[src/rtl/mux_rr_arbiter.sv]
// rtl/mux_rr_arbiter.sv - round-robin 4:1 data mux with burst limit and registered valid/ready output slot
// One output register shared by four requesters; a winner is captured whenever the slot is free or draining.
module mux_rr_arbiter #(
  parameter int WIDTH     = 4,
  parameter int MAX_BURST = 2
) (
  input  logic             clk,
  input  logic             reset,
  input  logic [3:0]       req,
  input  logic [WIDTH-1:0] data_a,
  input  logic [WIDTH-1:0] data_b,
  input  logic [WIDTH-1:0] data_c,
  input  logic [WIDTH-1:0] data_d,
  output logic [3:0]       ack,
  output logic [WIDTH-1:0] out_data,
  output logic             out_valid,
  input  logic             out_ready,
  output logic [1:0]       sel,
  output logic [3:0]       grant
);

  localparam int CW = (MAX_BURST > 1) ? $clog2(MAX_BURST) : 1;
  localparam logic [CW-1:0] BURST_LIM = CW'(MAX_BURST - 1);

  logic [1:0]       last;
  logic [CW-1:0]    burst_cnt;
  logic             owned;
  logic             load;
  logic             cont;
  logic [1:0]       w;
  logic [WIDTH-1:0] w_data;

  assign load = (|req) & (~out_valid | out_ready) & ~reset;

  // owned is clear after reset, so the reset value of last (3) only seeds the
  // rotation and never earns requester 3 a continuation beat.
  assign cont = owned & req[last] & (burst_cnt < BURST_LIM);

  always_comb begin
    w = last;
    if (!cont) begin
      // scanned farthest-first so the nearest requester after last wins
      for (int i = 4; i >= 1; i--) begin
        if (req[last + 2'(i)]) w = last + 2'(i);
      end
    end
  end

  always_comb begin
    w_data = data_a;
    case (w)
      2'd0: w_data = data_a;
      2'd1: w_data = data_b;
      2'd2: w_data = data_c;
      2'd3: w_data = data_d;
      default: w_data = data_a;
    endcase
  end

  assign ack = load ? (4'b0001 << w) : 4'b0000;

  always_ff @(posedge clk) begin
    if (reset) begin
      out_data  <= '0;
      out_valid <= 1'b0;
      sel       <= 2'd0;
      grant     <= 4'b0000;
      last      <= 2'd3;
      burst_cnt <= '0;
      owned     <= 1'b0;
    end else if (load) begin
      out_data  <= w_data;
      out_valid <= 1'b1;
      sel       <= w;
      grant     <= 4'b0001 << w;
      last      <= w;
      owned     <= 1'b1;
      burst_cnt <= cont ? burst_cnt + 1'b1 : '0;
    end else if (out_valid && out_ready) begin
      out_valid <= 1'b0;
      grant     <= 4'b0000;
    end
  end

endmodule

[config.mk]
export PLATFORM = sky130hd
export DESIGN_NAME = mux_rr_arbiter
export DESIGN_NICKNAME = d
export VERILOG_FILES = /design/src/rtl/mux_rr_arbiter.sv
export SDC_FILE = /design/constraint.sdc
export NUM_CORES = 1
export LEC_CHECK = 0
export ABC_AREA = 1
export CORE_MARGIN = 1
export CORE_UTILIZATION = 33
export DETAILED_ROUTE_END_ITERATION = 8
export GPL_ROUTABILITY_DRIVEN = 1
export MAX_ROUTING_LAYER = met4
export PLACE_DENSITY = 0.69
export SYNTH_ARGS = -nofsm -noshare
export SYNTH_HDL_FRONTEND = slang
export SYNTH_SLANG_ARGS = --single-unit
[constraint.sdc]
create_clock -name clk -period 1.95 [get_ports clk]
set_clock_uncertainty 0.15 [all_clocks]
set_input_delay 0.4875 -clock clk [delete_from_list [all_inputs] [get_ports clk]]
set_output_delay 0.4875 -clock clk [all_outputs]
set_load 0.05 [all_outputs]
; ---- Word-level counts from Yosys, hierarchy flattened
; Cells that the tools add are included.
[word_totals]
regBits = 15
latchBits = 0
ramBits = 0
mem_bits_ro = 0
in_bits = 23
out_inout_bits = 15
word_cells = 50
n_memories = 0
[op_classes]
add_sub_neg = 4
mul = 0
div_mod_pow = 0
n_lt_le_gt_ge = 5
n_eq_ne = 3
n_shift = 1
n_mux = 19
n_bitwise = 7
n_reduce_logical = 4
[ops]
columns = op, count
row1 = $pmux 4 s4, 1
row2 = $lt 2x3->1 const B, 4
row3 = $mux 4, 3
row4 = $bmux 1 s2, 4
row5 = $mux 2, 4
row6 = $mux 1, 7
row7 = $add 2x2->2 const B, 2
row8 = $and 1x1->1, 4
row9 = $eq 2x2->1 const B, 2
row10 = $reduce_or 4->1, 1
row11 = $shl 1x2->4 const A, 1
row12 = $add 2x1->2 const B, 1
row13 = $eq 2x1->1 const B, 1
row14 = $logic_not 2->1, 1
row15 = $not 1->1, 2
row16 = $reduce_bool 2->1, 1
row17 = $add 1x1->1 const B, 1
row18 = $logic_and 1x1->1, 1
row19 = $lt 1x1->1 const B, 1
row20 = $or 1x1->1, 1

; ---- Logic depth before layout (Yosys ltp)
; Gate-level depths: netlist (run 1).
[logic_depth]
ltp_word = 9
depth_mapped = 18

; ---- Worst setup path after synthesis (run 1)
; Ideal clock, no wire load.
[synth_timing]
path_kind = input port to output port
from = in req[1]
to = out ack[1]
t_arrival_ps = 1928
t_required_ps = 1312
slack_ps = -615
path_stages = 11
path_buffers = 0
cell_sequence = nand2_1 nand2_1 nand2_1 nand2_1 inv_1 nand2_1 nand2_1 nand3_1 nand2_2 nand2_2 nor2_1
[synth_between]
elab_chain_len = 8
[synth_rtl]
columns = element, line
row1 = "start, declared", 9  ; input logic [3:0] req,
row2 = $bmux 1 s2, 44  ; if (req[last + 2'(i)]) w = last + 2'(i);
row3 = $mux 1 (not written as such), 44
row4 = $mux 2 (3 in a row), 44
row5 = $mux 2, 41  ; if (!cont) begin
row6 = $shl 1x2->4, 60  ; assign ack = load ? (4'b0001 << w) : 4'b0000;
row7 = $mux 4 *, 60
row8 = "end, declared", 14  ; output logic [3:0] ack,
; Mark *: on every way between the ends. The rest lies on a longest branch, timed or not. The select of a mux whose other input is x is not followed.

; ---- Final worst setup path (run 1)
[layout_timing]
from = in req[2]
to = out ack[3]
; Same word-level chain as after synthesis.

==> flow_summary.toml, run 1 <==
[yosys]
ys_seq_area_frac = 0.317
synth_area_per_cell_um2 = 5.96
ys_ff_latch = 15
synth_cell_types = 21
synth_area_um2 = 948
yosys_warnings = 0
syn_inst = 159
synthesis.nets = 182

[timing]
period_needed_ns = 2.54
setup_violations = 8
finalCritPeriodShare = 1.30
finalMaxSlewViolations = 0
max-slew-margin-rel = 0.803
setup-tns-final_ns = -2.60
hold_violations = 0
finalWorstSetupSlack_ns = -0.587
grt_setup_unrepaired = "true"
whs_ns = 0.328
tightest_slew_ns = 0.294
timing.fmax_ghz = 0.394

[worst_hold_path]
hold_depth = 2
worstHoldStart = "out_data[1]$_SDFFE_PP0P_"
min_path_type = "reg2reg"
hold_path_end = "out_data[1]$_SDFFE_PP0P_"

[pwr]
p_comb_frac = 0.771
pwr-share-seq = 0.167
clock_power_share = 0.062
finalPower_uw = 2740
p_sw_uw = 1360
power.static_leakage_uw = 0.000890
powerDensity_mw_per_mm2 = 1510
intPower_uw = 1370
swShare = 0.499
ir_drop_v = 0.00102

[critical_path]
cp_common_cell = "buf_4"
path_cells = "dlygate4sd2_1, buf_4, nand2_1, nand3_2, nand3_4, inv_1, nand2_2, inv_2, a21oi_4, buf_4, nor2_4, buf_12"
worstSetupPathType = "in2out"
crit_arrival_ns = 1.90
end_kind = "output port"
critPathMaxStageDelay_ns = 0.26
crit_fanout = 7
cp-start-kind = "input pin"
cp_slowest_cell = "dlygate4sd2_1"
required_ns = 1.31
rr_worst_depth = 15
r2r_slack_ns = -0.12
r2r-start = "last[0]$_SDFFE_PP1P_"
worst_r2r_endpoint = "out_data[3]$_SDFFE_PP0P_"

[floorplan]
fp-row-count = 19
core-area_mm2 = 0.00273
initial_core_util = 0.347
die_y_um = 55.6
io-pin-count = 38
die_area_mm2 = 0.00309
die_x_um = 55.6

[job]
maxCapViolCount = 0

[routing]
drtAntennaViolNets = 0
drt_first_pass_iters = 4
drc = 0
via_count = 1241
wirelength_mm = 2.96
drtIter0Drc = 50
vias_per_cell = 4.79
routedWlPerCell_um = 11.4

[grt]
grt_pass1_vias = 1140
grt_usage = 0.199
grt_pass1_wl_mm = 4.78
antenna_found_initial = 0
overflow = 0
grt_max_degree = 16

[status]
status = "finished with violations"
failed_checks = "setup timing"

[cts]
clock-root-buffer = "clkbuf_4"
insertion_delay_ns = 0.28
cts-htree-levels = 1
numCtsBuffers = 3
cts_tree = "yes"
cts.sinks = 15
worst_setup_hold_path_clk_slew_ns = 0.08
cts_buffer_depth = 2

[finish]
post_route_cells_drive_above_1_share = 0.461
antenna_cells = 0
area_delta_synth_final_pct = 91.3
finalNetCount = 252
instances_no_fill = 259

[placed_design]
hpwl_mm = 2.14
io_buffer_count = 37
globalplace.congestion = 0.773
post-place-ws_ns = -0.860
dp_cells = 243
==> area by class of cell <==
cell class,instances,area (um2)
multi-input cells,122,741
clock buffers,3,22.5
repair buffers,68,623
fillers,241,920
clock inverters,1,5.00
well taps,31,38.8
inverters,19,78.8
flip-flops and latches,15,305
==> logic make-up (layout without fill, tap and decap cells) <==
group           after synthesis  in the layout  synth area share
buf+inv                      22             91             0.103
compound gates               20             20             0.127
flops                        15             15             0.317
simple gates                102            102             0.454
==> metrics by stage <==
stage / area, um2 / utilization
CTS: 1740 / 0.638
finish: 1810 / 0.664
detailed placement: 1550 / 0.565
floorplan: 1000 / -
global placement: 1550 / 0.565
global route: 1810 / 0.664
==> power groups by stage <==
stage / logic, uW / clock network, uW / registers (uW)
after detailed placement: 1700 / 0 / 462
after global routing: 2270 / 191 / 469
after global placement: 1670 / 0 / 459
after floorplan: 896 / 0 / 636
final: 2110 / 169 / 457
after CTS: 2000 / 175 / 457
==> state kept, by name, indices dropped and copies added (netlist names) <==
| signal | flops |
|---|---|
| burst_cnt | 1 |
| grant | 4 |
| last | 2 |
| out_data | 4 |
| out_valid | 1 |
| owned | 1 |
| sel | 2 |
==> placed cells by master (no fill, tap or decap), types with 2 or more instances in the layout <==
| cell | n |
|---|---|
| a21oi_2 | 5 |
| dlymetal6s2s_1 | 2 |
| buf_12 | 4 |
| clkbuf_2 | 3 |
| nor2_4 | 5 |
| dfxtp_1 | 13 |
| buf_4 | 37 |
| nand2_2 | 19 |
| nand3_2 | 2 |
| nand2_4 | 4 |
| nand3_1 | 4 |
| buf_6 | 5 |
| inv_1 | 14 |
| clkdlybuf4s50_1 | 16 |
| a21oi_1 | 6 |
| a21oi_4 | 2 |
| o21ai_0 | 5 |
| nor2_1 | 15 |
| clkbuf_4 | 3 |
| nand2_1 | 45 |
| nor2_2 | 3 |
| inv_2 | 4 |
| nand3_4 | 3 |
==> what timing repair did <==
item / 4_1_cts / 5_1_grt
setup buffers: 8 / 4
setup endpoints to repair: 19 / 13
gates resized for setup: 41 / 19
pin swaps: 20 / 7
hold buffers: 0 / 0
gates cloned: 0 / 0
==> layer usage <==
metal	global-route usage	wire [um]	vias up
met5	-	0	-
met4	0.0214	6	0
li1	-	-	633
met2	0.375	1620	45
met3	0.0512	174	2
met1	0.214	1160	561
==> how the worst max path moves through the flow <==
stage,from,endpoint,depth (start not counted)
3_3_place_gp,req[0],ack[0],13
2_1_floorplan,req[0],ack[0],9
4_1_cts,last[0]$_SDFFE_PP1P_,ack[0],13
3_5_place_dp,req[0],ack[0],13
6_report,req[2],ack[3],12
5_1_grt,last[0]$_SDFFE_PP1P_,ack[0],13
==> synth_stat cells, drive strengths merged <==
cell | n | area [um2]
a211oi | 1 | 7.51
nand3 | 9 | 62.6
clkbuf | 2 | 7.51
nand2 | 68 | 263
nor3 | 1 | 10.0
inv | 19 | 78.8
o21bai | 1 | 7.51
nor2 | 23 | 88.8
a21oi | 13 | 80.1
dfxtp | 15 | 300
nor4 | 1 | 6.26
buf | 1 | 11.3
o21ai | 5 | 25.0
==> critical path, delay by kind of cell <==
family | cells | cell delay, ns
buffers and inverters | 6 | 0.87
and+or+nand+nor | 5 | 0.40
AOI/OAI and AO/OA | 1 | 0.13
Note: power is estimated with default switching activity, not from simulation.
==> run 2: changes to the inputs <==
- SLEW_MARGIN: default -> 25
==> results of run 2 <==
Same layout as run 1: the final DEF is identical, and so are final timing and power.
